--- config.mk ---
export PLATFORM = sky130hd
export DESIGN_NAME = fetch_unit
export DESIGN_NICKNAME = d
export VERILOG_FILES = /design/src/rtl/fetch_unit.sv
export SDC_FILE = /design/constraint.sdc
export NUM_CORES = 1
export LEC_CHECK = 0
export BUFFER_PORTS_ARGS = -buffer_cell sky130_fd_sc_hd__buf_4
export CORE_MARGIN = 1
export CORE_UTILIZATION = 60
export DETAILED_ROUTE_END_ITERATION = 16
export GPL_TIMING_DRIVEN = 0
export PLACE_DENSITY = 0.81
export RECOVER_POWER = 50
export REMOVE_ABC_BUFFERS = 1
export SLEW_MARGIN = 30
export SYNTH_ARGS = -nofsm -noshare
export SYNTH_HDL_FRONTEND = slang
export SYNTH_SLANG_ARGS = --single-unit
--- constraint.sdc ---
create_clock -name CLK -period 2.9 [get_ports CLK]
set_input_delay 0.435 -clock CLK [delete_from_list [all_inputs] [get_ports CLK]]
set_output_delay 0.435 -clock CLK [all_outputs]
set_load 0.005 [all_outputs]
--- src/rtl/fetch_unit.sv ---
// rtl/fetch_unit.sv - program-counter sequencer with branch-target LUT
//
// Purpose: drives the instruction-ROM address through an IDLE/RUN/HALT
// sequence. Branch targets are absolute addresses held in a small LUT that
// is loaded while IDLE and read while RUN.
//
// Ports:
//   CLK          sole clock, rising edge
//   Reset        synchronous active-high reset (clears state, PC, count, LUT)
//   Start        start request, sampled in IDLE and HALT
//   stall        freeze PC/state/count for this RUN cycle
//   branch_en    current instruction is a conditional branch
//   branch_sense flag polarity that makes the branch taken
//   FLAG_IN      registered compare flag
//   target_idx   LUT index of the branch target
//   halt_req     current instruction is halt
//   lut_we       LUT write strobe (IDLE only)
//   lut_addr     LUT write index
//   lut_data     LUT write data
//   PC           registered instruction address
//   fetch_valid  high in RUN
//   Done         high in HALT
//   instr_count  saturating count of retired instructions since Start

module fetch_unit #(
  parameter int PC_W      = 10,
  parameter int LUT_DEPTH = 8
) (
  input  logic            CLK,
  input  logic            Reset,
  input  logic            Start,
  input  logic            stall,
  input  logic            branch_en,
  input  logic            branch_sense,
  input  logic            FLAG_IN,
  input  logic [2:0]      target_idx,
  input  logic            halt_req,
  input  logic            lut_we,
  input  logic [2:0]      lut_addr,
  input  logic [PC_W-1:0] lut_data,
  output logic [PC_W-1:0] PC,
  output logic            fetch_valid,
  output logic            Done,
  output logic [15:0]     instr_count
);

  typedef enum logic [1:0] {
    S_IDLE = 2'd0,
    S_RUN  = 2'd1,
    S_HALT = 2'd2
  } state_t;

  localparam logic [PC_W-1:0] PC_ONE = PC_W'(1);

  state_t          state_q, state_d;
  logic [PC_W-1:0] pc_q, pc_d;
  logic [15:0]     cnt_q, cnt_d;
  logic [PC_W-1:0] lut_q [LUT_DEPTH];
  logic [PC_W-1:0] lut_d [LUT_DEPTH];
  logic            taken;

  always_ff @(posedge CLK) begin
    if (Reset) begin
      state_q <= S_IDLE;
      pc_q    <= '0;
      cnt_q   <= '0;
      for (int i = 0; i < LUT_DEPTH; i++) begin
        lut_q[i] <= '0;
      end
    end else begin
      state_q <= state_d;
      pc_q    <= pc_d;
      cnt_q   <= cnt_d;
      lut_q   <= lut_d;
    end
  end

  always_comb begin
    state_d = state_q;
    pc_d    = pc_q;
    cnt_d   = cnt_q;
    lut_d   = lut_q;
    taken   = branch_en & (FLAG_IN == branch_sense);

    case (state_q)
      S_IDLE: begin
        pc_d = '0;
        if (lut_we) begin
          lut_d[lut_addr] = lut_data;
        end
        if (Start) begin
          state_d = S_RUN;
          cnt_d   = '0;
        end
      end

      S_RUN: begin
        if (!stall) begin
          // Every non-stalled RUN cycle retires one instruction, halt included.
          if (cnt_q != 16'hFFFF) begin
            cnt_d = cnt_q + 16'd1;
          end
          // Halt beats branch: PC stays on the halt instruction.
          if (halt_req) begin
            state_d = S_HALT;
          end else if (taken) begin
            pc_d = lut_q[target_idx];
          end else begin
            pc_d = pc_q + PC_ONE;
          end
        end
      end

      S_HALT: begin
        if (Start) begin
          state_d = S_RUN;
          pc_d    = '0;
          cnt_d   = '0;
        end
      end

      default: begin
        state_d = S_IDLE;
        pc_d    = '0;
      end
    endcase
  end

  assign PC          = pc_q;
  assign fetch_valid = (state_q == S_RUN);
  assign Done        = (state_q == S_HALT);
  assign instr_count = cnt_q;

endmodule
### After elaboration in Yosys (flattened, before gate mapping)

Cells that the tools add are included.

| word-level totals | value |
|---|---|
| output and inout port bits | 28 |
| bits in registers | 108 |
| input bits | 25 |
| logic and storage cells | 56 |

| operators by class | value |
|---|---|
| reductions and logical operators | 8 |
| $add $sub $neg | 2 |
| bitwise gates (word level) | 3 |
| equal/unequal tests | 10 |
| order comparisons | 3 |
| multiplexer cells | 19 |

Operators by type and width:

| cell | number |
|---|---|
| 80-bit bitwise mux | 1 |
| 10-bit two-way mux | 7 |
| 16-bit two-way mux | 3 |
| 16-bit one-hot mux with 2 select lines | 1 |
| 10-bit binary-select mux with 3-bit select | 1 |
| 10-bit demux with 3-bit select | 1 |
| 10-bit one-hot mux with 2 select lines | 1 |
| 16-bit by 1-bit adder with 16-bit output, second input constant | 1 |
| 16-bit inequality test, second input constant | 1 |
| 10-bit by 1-bit adder with 10-bit output, second input constant | 1 |
| 4-bit >= comparator, second input constant | 2 |
| 2-bit inequality test, second input constant | 4 |
| 3-bit inverter with 4-bit output | 2 |
| 2-bit two-way mux | 3 |
| 3-bit AND reduction | 2 |
| 4-bit by 1-bit less-than comparator with 1-bit output, second input constant | 1 |
| 2-bit by 1-bit inequality test with 1-bit output, second input constant | 2 |
| 2-bit one-hot mux with 2 select lines | 1 |
| 4-bit AND reduction | 1 |
| 2-bit by 1-bit == test with 1-bit output, second input constant | 1 |
| 2-bit == test, second input constant | 1 |
| 2-bit zero test | 1 |
| 2-bit AND reduction | 1 |
| 2-bit nonzero test | 1 |
| 4 further kinds | 4 |

### Depth between registers and ports, before layout

Gate-level depths: netlist of run 1.

| logic depth | value |
|---|---|
| word-level depth | 8 |
| mapped depth | 7 |
| gate-level depth less buffers | 6 |

### Worst setup path after synthesis of run 1

Ideal clock, no wire load.

| timing path | value |
|---|---|
| path type | input to register |
| start | input port target_idx[2] |
| end | register pc_q[7], in the netlist PC[7] |
| required time | 2.764 ns |
| setup time | 0.136 ns |
| slack | 0.999 ns |
| buffers on the path | 2 |
| stages | 5 |
| arrival | 1.766 ns |
| path through | clkbuf_1 -> buf_2 -> mux4_2 -> mux2i_1 -> o221ai_1 |

| between the ends | value |
|---|---|
| cells in the longest elaborated chain, start to end | 8 |

RTL lines:

| item | line | RTL |
|---|---|---|
| start, declared | 36 | `input logic [2:0] target_idx,` |
| 3-bit inverter with 4-bit output (not written as such) | 107 | `pc_d = lut_q[target_idx];` |
| 10-bit binary-select mux with 3-bit select | 107 |  |
| 10-bit two-way mux (not written as such) (2 in series) | 107 |  |
| 10-bit two-way mux | 106 | `end else if (taken) begin` |
| 10-bit two-way mux | 104 | `if (halt_req) begin` |
| 10-bit two-way mux | 98 | `if (!stall) begin` |
| 10-bit one-hot mux with 2 select lines | 85 | `case (state_q)` |
| end signal, assigned | 72 | `pc_q <= pc_d;` |
| end, declared | 56 | `logic [PC_W-1:0] pc_q, pc_d;` |

No other way between the ends. The select of a mux whose other input is x is not followed.
A chain may end at the register's enable or synchronous reset.

### Worst setup path after layout of run 1

| timing path | value |
|---|---|
| start | register state_q[0] |
| end | register lut_q[3] (netlist name) |

| between the ends | value |
|---|---|
| cells in the longest elaborated chain, start to end | 2 |

RTL lines:

| item | line | RTL |
|---|---|---|
| start, declared | 55 | `state_t state_q, state_d;` |
| start signal, assigned | 71 | `state_q <= state_d;` |
| 2-bit zero test | 85 |  |
| 2-bit AND reduction (no line) | - |  |
| end signal, assigned | 74 | `lut_q <= lut_d;` |
| end, declared | 58 | `logic [PC_W-1:0] lut_q [LUT_DEPTH];` |

No other way between the ends.

==> reports/results.tsv, run 1 <==
stage	metric	value	unit
final_layout	diodes	0	
global_routing	grt_max_degree	94	
global_routing	grt_pass1_vias	3638	
synthesis	synth_ff_type	dfxtp_1	
route	via_per_inst	6.08	
timing	hold_violations	0	
clock_network	post_cts_buffers	0	
clock_network	clockRootBuffer	clkbuf_8	
timing	fin_skew	0.0148	ns
route	num_vias	3978	
setup_path	critPathArrivalTime	2.50	ns
power	leakagePower	2.48	nW
timing	setup_viol	0	
clock_network	cts_buffer_depth	2	
timing	fin_crit_sh	78.3	%
floorplan	die_w	94.2	um
final_layout	instances_no_fill	654	
setup_path	endpoint_kind	flip-flop	
final_layout	areaGrowthSynthToFinish	10.4	%
power	ir_drop	0.273	mV
timing	slew_headroom	38.7	%
status	status	completed	
clock_network	cts_hold_buf	0	
timing	rsz0062_at_grt	false	
floorplan	initial_core_util	62.0	%
synthesis	seq_area_frac_synth	42.4	%
route	drtPass1Iterations	5	
route	wl	11000	um
clock_network	tritoncts	built	
clock_network	clkSinkCount	108	
floorplan	dieArea	8860	um2
synthesis	ys_warn_count	0	
final_layout	finalNetCount	571	
global_routing	grt_first_pass_wirelength	17600	um
clock_network	cts_inserted_buffers	9	
power	p_total	2.63	mW
synthesis	synth_cell_types	50	
worst_hold_path	holdCritPathClass	input pin to flip-flop	
final_layout	post-route-util	68.5	%
global_routing	track_usage	26.1	%
clock_network	ctsResizeCount	0	
final_layout	design_area	5630	um2
place	post-dp-hpwl	7490	um
clock_network	clkLatencyLatePin	0.38	ns
synthesis	synth_edf_count	0	
route	drtIter0Drc	294	
floorplan	die_height	94.2	um
clock_network	clk_pin_slew	0.11	ns
timing	tightest_slew	0.919	ns
timing	fmax	440	MHz
place	gp_congestion	0.933	
job	cap_violations	0	
global_routing	antenna_found_initial	0	
synthesis	synthArstFlopShare	0	%
timing	setup_tns	0	ns
route	wire_per_inst	16.8	um
route	drc	0	
floorplan	coreArea	8220	um2
timing	slew_violations	0	
place	io_buffer_count	52	
floorplan	row_count	33	
final_layout	seq_area	2160	um2
synthesis	avgSynthCellArea	9.82	um2
power	powerDensity	467	nW/um2
final_layout	fillers	665	
final_layout	multi_input_area	2730	um2
setup_path	start_kind	flip-flop	
final_layout	drive_above_1_share	16.9	%
synthesis	yosys_register_bits	108	
route	ant_nets	0	
place	dpl_cell_area	5450	um2
place	dp.cells	638	
setup_path	path_max_fanout	14	
timing	min_period	2.27	ns
clock_network	htreeDepth	3	
floorplan	io_pins	53	
global_routing	grt_overflow_total	0	
timing	whs	0.334	ns
setup_path	cp_data_required_time	3.13	ns
synthesis	syn_inst	519	
setup_path	crit_type	flip-flop to flip-flop	
synthesis	syn_area	5090	um2
place	post-place-ws	0.526	ns
timing	layout_setup_ws	0.630	ns
## path summary, 6_finish.rpt
check / from / endpoint / slack, ns / cells past startpoint
min: halt_req / state_q[1] / 0.33 / 3
max reg2reg: state_q[0] / lut_q[3] / 0.63 / 4
max: state_q[0] / lut_q[3] / 0.63 / 4
min reg2reg: lut_q[19] / lut_q[19] / 0.50 / 2
## synthesized netlist by cell type, types with 6 or more instances
master,instances,area [um2]
dfxtp_1,108,2160
buf_2,9,45.0
o21ai_0,17,85.1
inv_1,7,26.3
nand2_1,25,93.8
mux4_2,20,450
o31ai_1,6,45.0
clkbuf_1,25,93.8
nor2_1,99,372
and3_1,6,37.5
nor3_1,7,35.0
mux2i_1,92,921
nand3_1,14,70.1
nor2b_1,7,43.8
a21oi_1,9,45.0
nand4_1,8,50.1
## placed cells by master (no fill, tap or decap), types with 6 or more instances in the layout
| master | count |
|---|---|
| buf_4 | 25 |
| nor3_1 | 7 |
| nand3_1 | 14 |
| inv_1 | 7 |
| nand2_1 | 25 |
| nand4_1 | 8 |
| nor2b_1 | 7 |
| mux2i_1 | 92 |
| o21ai_0 | 17 |
| nor2_1 | 99 |
| o31ai_1 | 6 |
| mux4_2 | 20 |
| clkbuf_8 | 9 |
| clkbuf_4 | 26 |
| a21oi_1 | 10 |
| and3_1 | 6 |
| dfxtp_1 | 108 |
## layout make-up
type                            instances  area share, %
Sequential cell                       108           38.4
Timing Repair Buffer                   52           6.87
Clock buffer                           10           2.27
Inverter                                7          0.467
Tap cell                              105           2.34
Clock inverter                          6           1.02
Multi-Input combinational cell        366           48.6
## sequential cells by signal (all words and copies together), names as in the netlist
name         cells
lut_q           80
PC              10
state_q          2
instr_count     16
## cells by family (layout without fill, tap and decap cells)
| group | after synthesis | after routing | synth area share [%] |
|---|---|---|---|
| compound gates | 66 | 66 | 9.16 |
| xor+xnor | 1 | 1 | 0.172 |
| fa+ha+maj | 2 | 2 | 0.491 |
| buf+inv | 45 | 75 | 3.71 |
| flops | 108 | 108 | 42.4 |
| simple gates | 184 | 184 | 16.9 |
| mux | 113 | 113 | 27.1 |
## critical path, stage by stage (launching register included)
cell	delay (ns)
dfxtp_1	0.46
nor4bb_1	0.57
and3_1	0.74
mux2i_1	0.29
nor2_1	0.07
## power by group
group / total [mW] / internal [mW] / switching [mW]
logic: 0.223 / 0.0940 / 0.129
clock network: 0.879 / 0.333 / 0.546
registers: 1.52 / 1.51 / 0.0174
## layer usage
metal | share of wire, % | global-route usage, % | vias to the layer above | routed length (um)
met2 | 47 | 42.8 | 125 | 5210
li1 | - | - | 1921 | -
met5 | 0 | 0 | - | 0
met3 | 5.5 | 4.53 | 14 | 608
met1 | 46 | 34.3 | 1918 | 5040
met4 | 1.4 | 9.49 | 0 | 149
Power figures use the tool's default switching activity.
==> run 2: changes to the inputs <==
--- a/config.mk
+++ b/config.mk
@@ -7,10 +7,10 @@
 export LEC_CHECK = 0
 export BUFFER_PORTS_ARGS = -buffer_cell sky130_fd_sc_hd__buf_4
 export CORE_MARGIN = 1
-export CORE_UTILIZATION = 60
+export CORE_UTILIZATION = 59
 export DETAILED_ROUTE_END_ITERATION = 16
 export GPL_TIMING_DRIVEN = 0
-export PLACE_DENSITY = 0.81
+export PLACE_DENSITY = 0.8
 export RECOVER_POWER = 50
 export REMOVE_ABC_BUFFERS = 1
 export SLEW_MARGIN = 30
==> constraint.sdc (replaced) <==
create_clock -name CLK -period 2.21 [get_ports CLK]
set_input_delay 0.3315 -clock CLK [delete_from_list [all_inputs] [get_ports CLK]]
set_output_delay 0.3315 -clock CLK [all_outputs]
set_load 0.005 [all_outputs]
==> run 2 against run 1 <==
  * The run now ends with setup timing left
  * Global-route usage shrank 0.53 points
  * Non-clock buffer count up 1
  * Critical path depth unchanged
  * Clock-buffer cell count is 1 lower
  * Cell count grew 0.15%
  * Power increased by 30%
  * Sequential cell count stayed put
  * Sequential power rose by 32%
  * Worst hold slack lost 0.076 ns
  * Register-to-register slack got worse by 0.64 ns
  * Highest routed layer unchanged
==> reports/results.tsv, run 2 (same netlist as run 1, synthesis figures left out) <==
stage	metric	value	unit
timing	rsz0062_at_grt	true	
timing	slew_violations	0	
setup_path	crit_buf_inv	0	
final_layout	finalNetCount	572	
setup_path	cp_top_family	simple AND/OR/NAND/NOR gates	
route	drtIter0Drc	277	
setup_path	cp_data_required_time	2.43	ns
timing	fmax	450	MHz
timing	fin_skew	0.0132	ns
route	via_per_inst	6.07	
status	status	finished with violations	
timing	setup_viol	4	
status	violations	setup timing	
power	p_total	3.42	mW
final_layout	drive_above_1_share	18.4	%
worst_hold_path	holdCritPathClass	input pin to flip-flop	
final_layout	final_common_cell	dfxtp_1	
floorplan	die_w	94.9	um
power	powerDensity	605	nW/um2
global_routing	antenna_found_initial	0	
final_layout	top_register	lut_q	
timing	setup_tns	-0.0271	ns
setup_path	critPathArrivalTime	2.44	ns
clock_network	clkLatencyLatePin	0.37	ns
route	drc	0	
timing	min_period	2.22	ns
place	io_buffer_count	52	
route	num_vias	3978	
power	ir_drop	0.530	mV
timing	fin_crit_sh	101	%
timing	layout_setup_ws	-0.0114	ns
clock_network	cts_inserted_buffers	9	
floorplan	die_height	94.9	um
setup_path	path_max_fanout	14	
global_routing	grt_pass1_vias	3514	
floorplan	initial_core_util	61.4	%
place	post-place-ws	-0.117	ns
timing	slew_headroom	37.9	%
global_routing	grt_overflow_total	0	
final_layout	areaGrowthSynthToFinish	11.0	%
setup_path	endpoint_kind	flip-flop	
timing	tightest_slew	0.931	ns
floorplan	dieArea	9010	um2
place	gp_congestion	0.932	
clock_network	clockRootBuffer	clkbuf_8	
setup_path	cp_slowest_cell	nand2_1	
final_layout	fillers	677	
route	drtPass1Iterations	5	
clock_network	clkSinkCount	108	
floorplan	coreArea	8300	um2
route	wire_per_inst	16.8	um
clock_network	cts_buffer_depth	2	
setup_path	path_cells	nor4bb_1, nand2_1, mux2i_1, nor2_1	
final_layout	largest_reg_flops	80	
clock_network	clk_pin_slew	0.10	ns
power	leakagePower	2.49	nW
timing	hold_violations	0	
setup_path	start_kind	flip-flop	
floorplan	row_count	33	
global_routing	grt_first_pass_wirelength	17400	um
final_layout	layout_common_cells	dfxtp_1, nor2_1, mux2i_1	
final_layout	diodes	0	
global_routing	track_usage	25.5	%
global_routing	grt_max_degree	94	
setup_path	crit_type	flip-flop to flip-flop	
job	cap_violations	0	
place	post-dp-hpwl	7320	um
clock_network	tritoncts	built	
setup_path	max_stage_delay	0.60	ns
clock_network	htreeDepth	3	
route	wl	11000	um
floorplan	io_pins	53	
timing	whs	0.259	ns
route	ant_nets	0	
-- run 2: changes by cell type in the layout (fill, tap and decap cells not counted), sizes merged --
cell and change:
buf +5, clkbuf -5, clkinv +4, clkinvlp -1, inv -2
-- run 2: path summary, 6_finish.rpt --
check | from | end | slack (ns) | cells past startpoint
setup / recovery | state_q[0] | lut_q[42] | -0.01 | 4
hold / removal | halt_req | state_q[1] | 0.26 | 3
setup reg to reg | state_q[0] | lut_q[42] | -0.01 | 4
hold reg to reg | lut_q[11] | lut_q[11] | 0.50 | 2
-- run 2: routing by layer --
metal | track usage (%) | wire length (um) | vias up
met4 | 5.93 | 112 | 0
met3 | 4.59 | 612 | 9
met1 | 34.1 | 4870 | 1914
li1 | - | - | 1929
met5 | 0 | 0 | -
met2 | 42.9 | 5400 | 126
-- run 2: cell type report --
type | count | area (um2) | share of cell area [%]
Tap cell | 105 | 131 | 2.32
Sequential cell | 108 | 2160 | 38.2
Clock buffer | 9 | 124 | 2.19
Clock inverter | 7 | 62.6 | 1.11
Inverter | 7 | 26.3 | 0.465
Multi-Input combinational cell | 366 | 2750 | 48.7
Timing Repair Buffer | 53 | 394 | 6.97
-- run 2: worst register-to-register path, cell delays in order (launching register included) --
cell	delay, ns
dfxtp_1	0.47
nor4bb_1	0.59
nand2_1	0.60
mux2i_1	0.36
nor2_1	0.06
-- run 2: what timing repair did --
| item | CTS | global route |
|---|---|---|
| setup endpoints to repair | 9 | 53 |
| hold buffers | 0 | 0 |
| pin swaps | 0 | 0 |
| gates resized for setup | 2 | 2 |
| setup buffers | 0 | 1 |
-- run 2: per-stage QoR --
| stage | area [um2] | util [%] | instances |
|---|---|---|---|
| after floorplan | 4930 | - | 481 |
| after global placement | 5450 | 65.7 | 638 |
| after detailed placement | 5450 | 65.7 | 638 |
| after CTS | 5650 | 68.0 | 654 |
| after global routing | 5650 | 68.1 | 655 |
| final | 5650 | 68.1 | 655 |
-- run 2: power by group --
| part | total, mW | leakage, nW | switching [mW] | internal [mW] |
|---|---|---|---|---|
| combinational | 0.298 | 1.53 | 0.173 | 0.126 |
| clock | 1.12 | 0.0915 | 0.695 | 0.428 |
| sequential | 2.00 | 0.872 | 0.0227 | 1.98 |
| total | 3.42 | 2.49 | 0.890 | 2.53 |
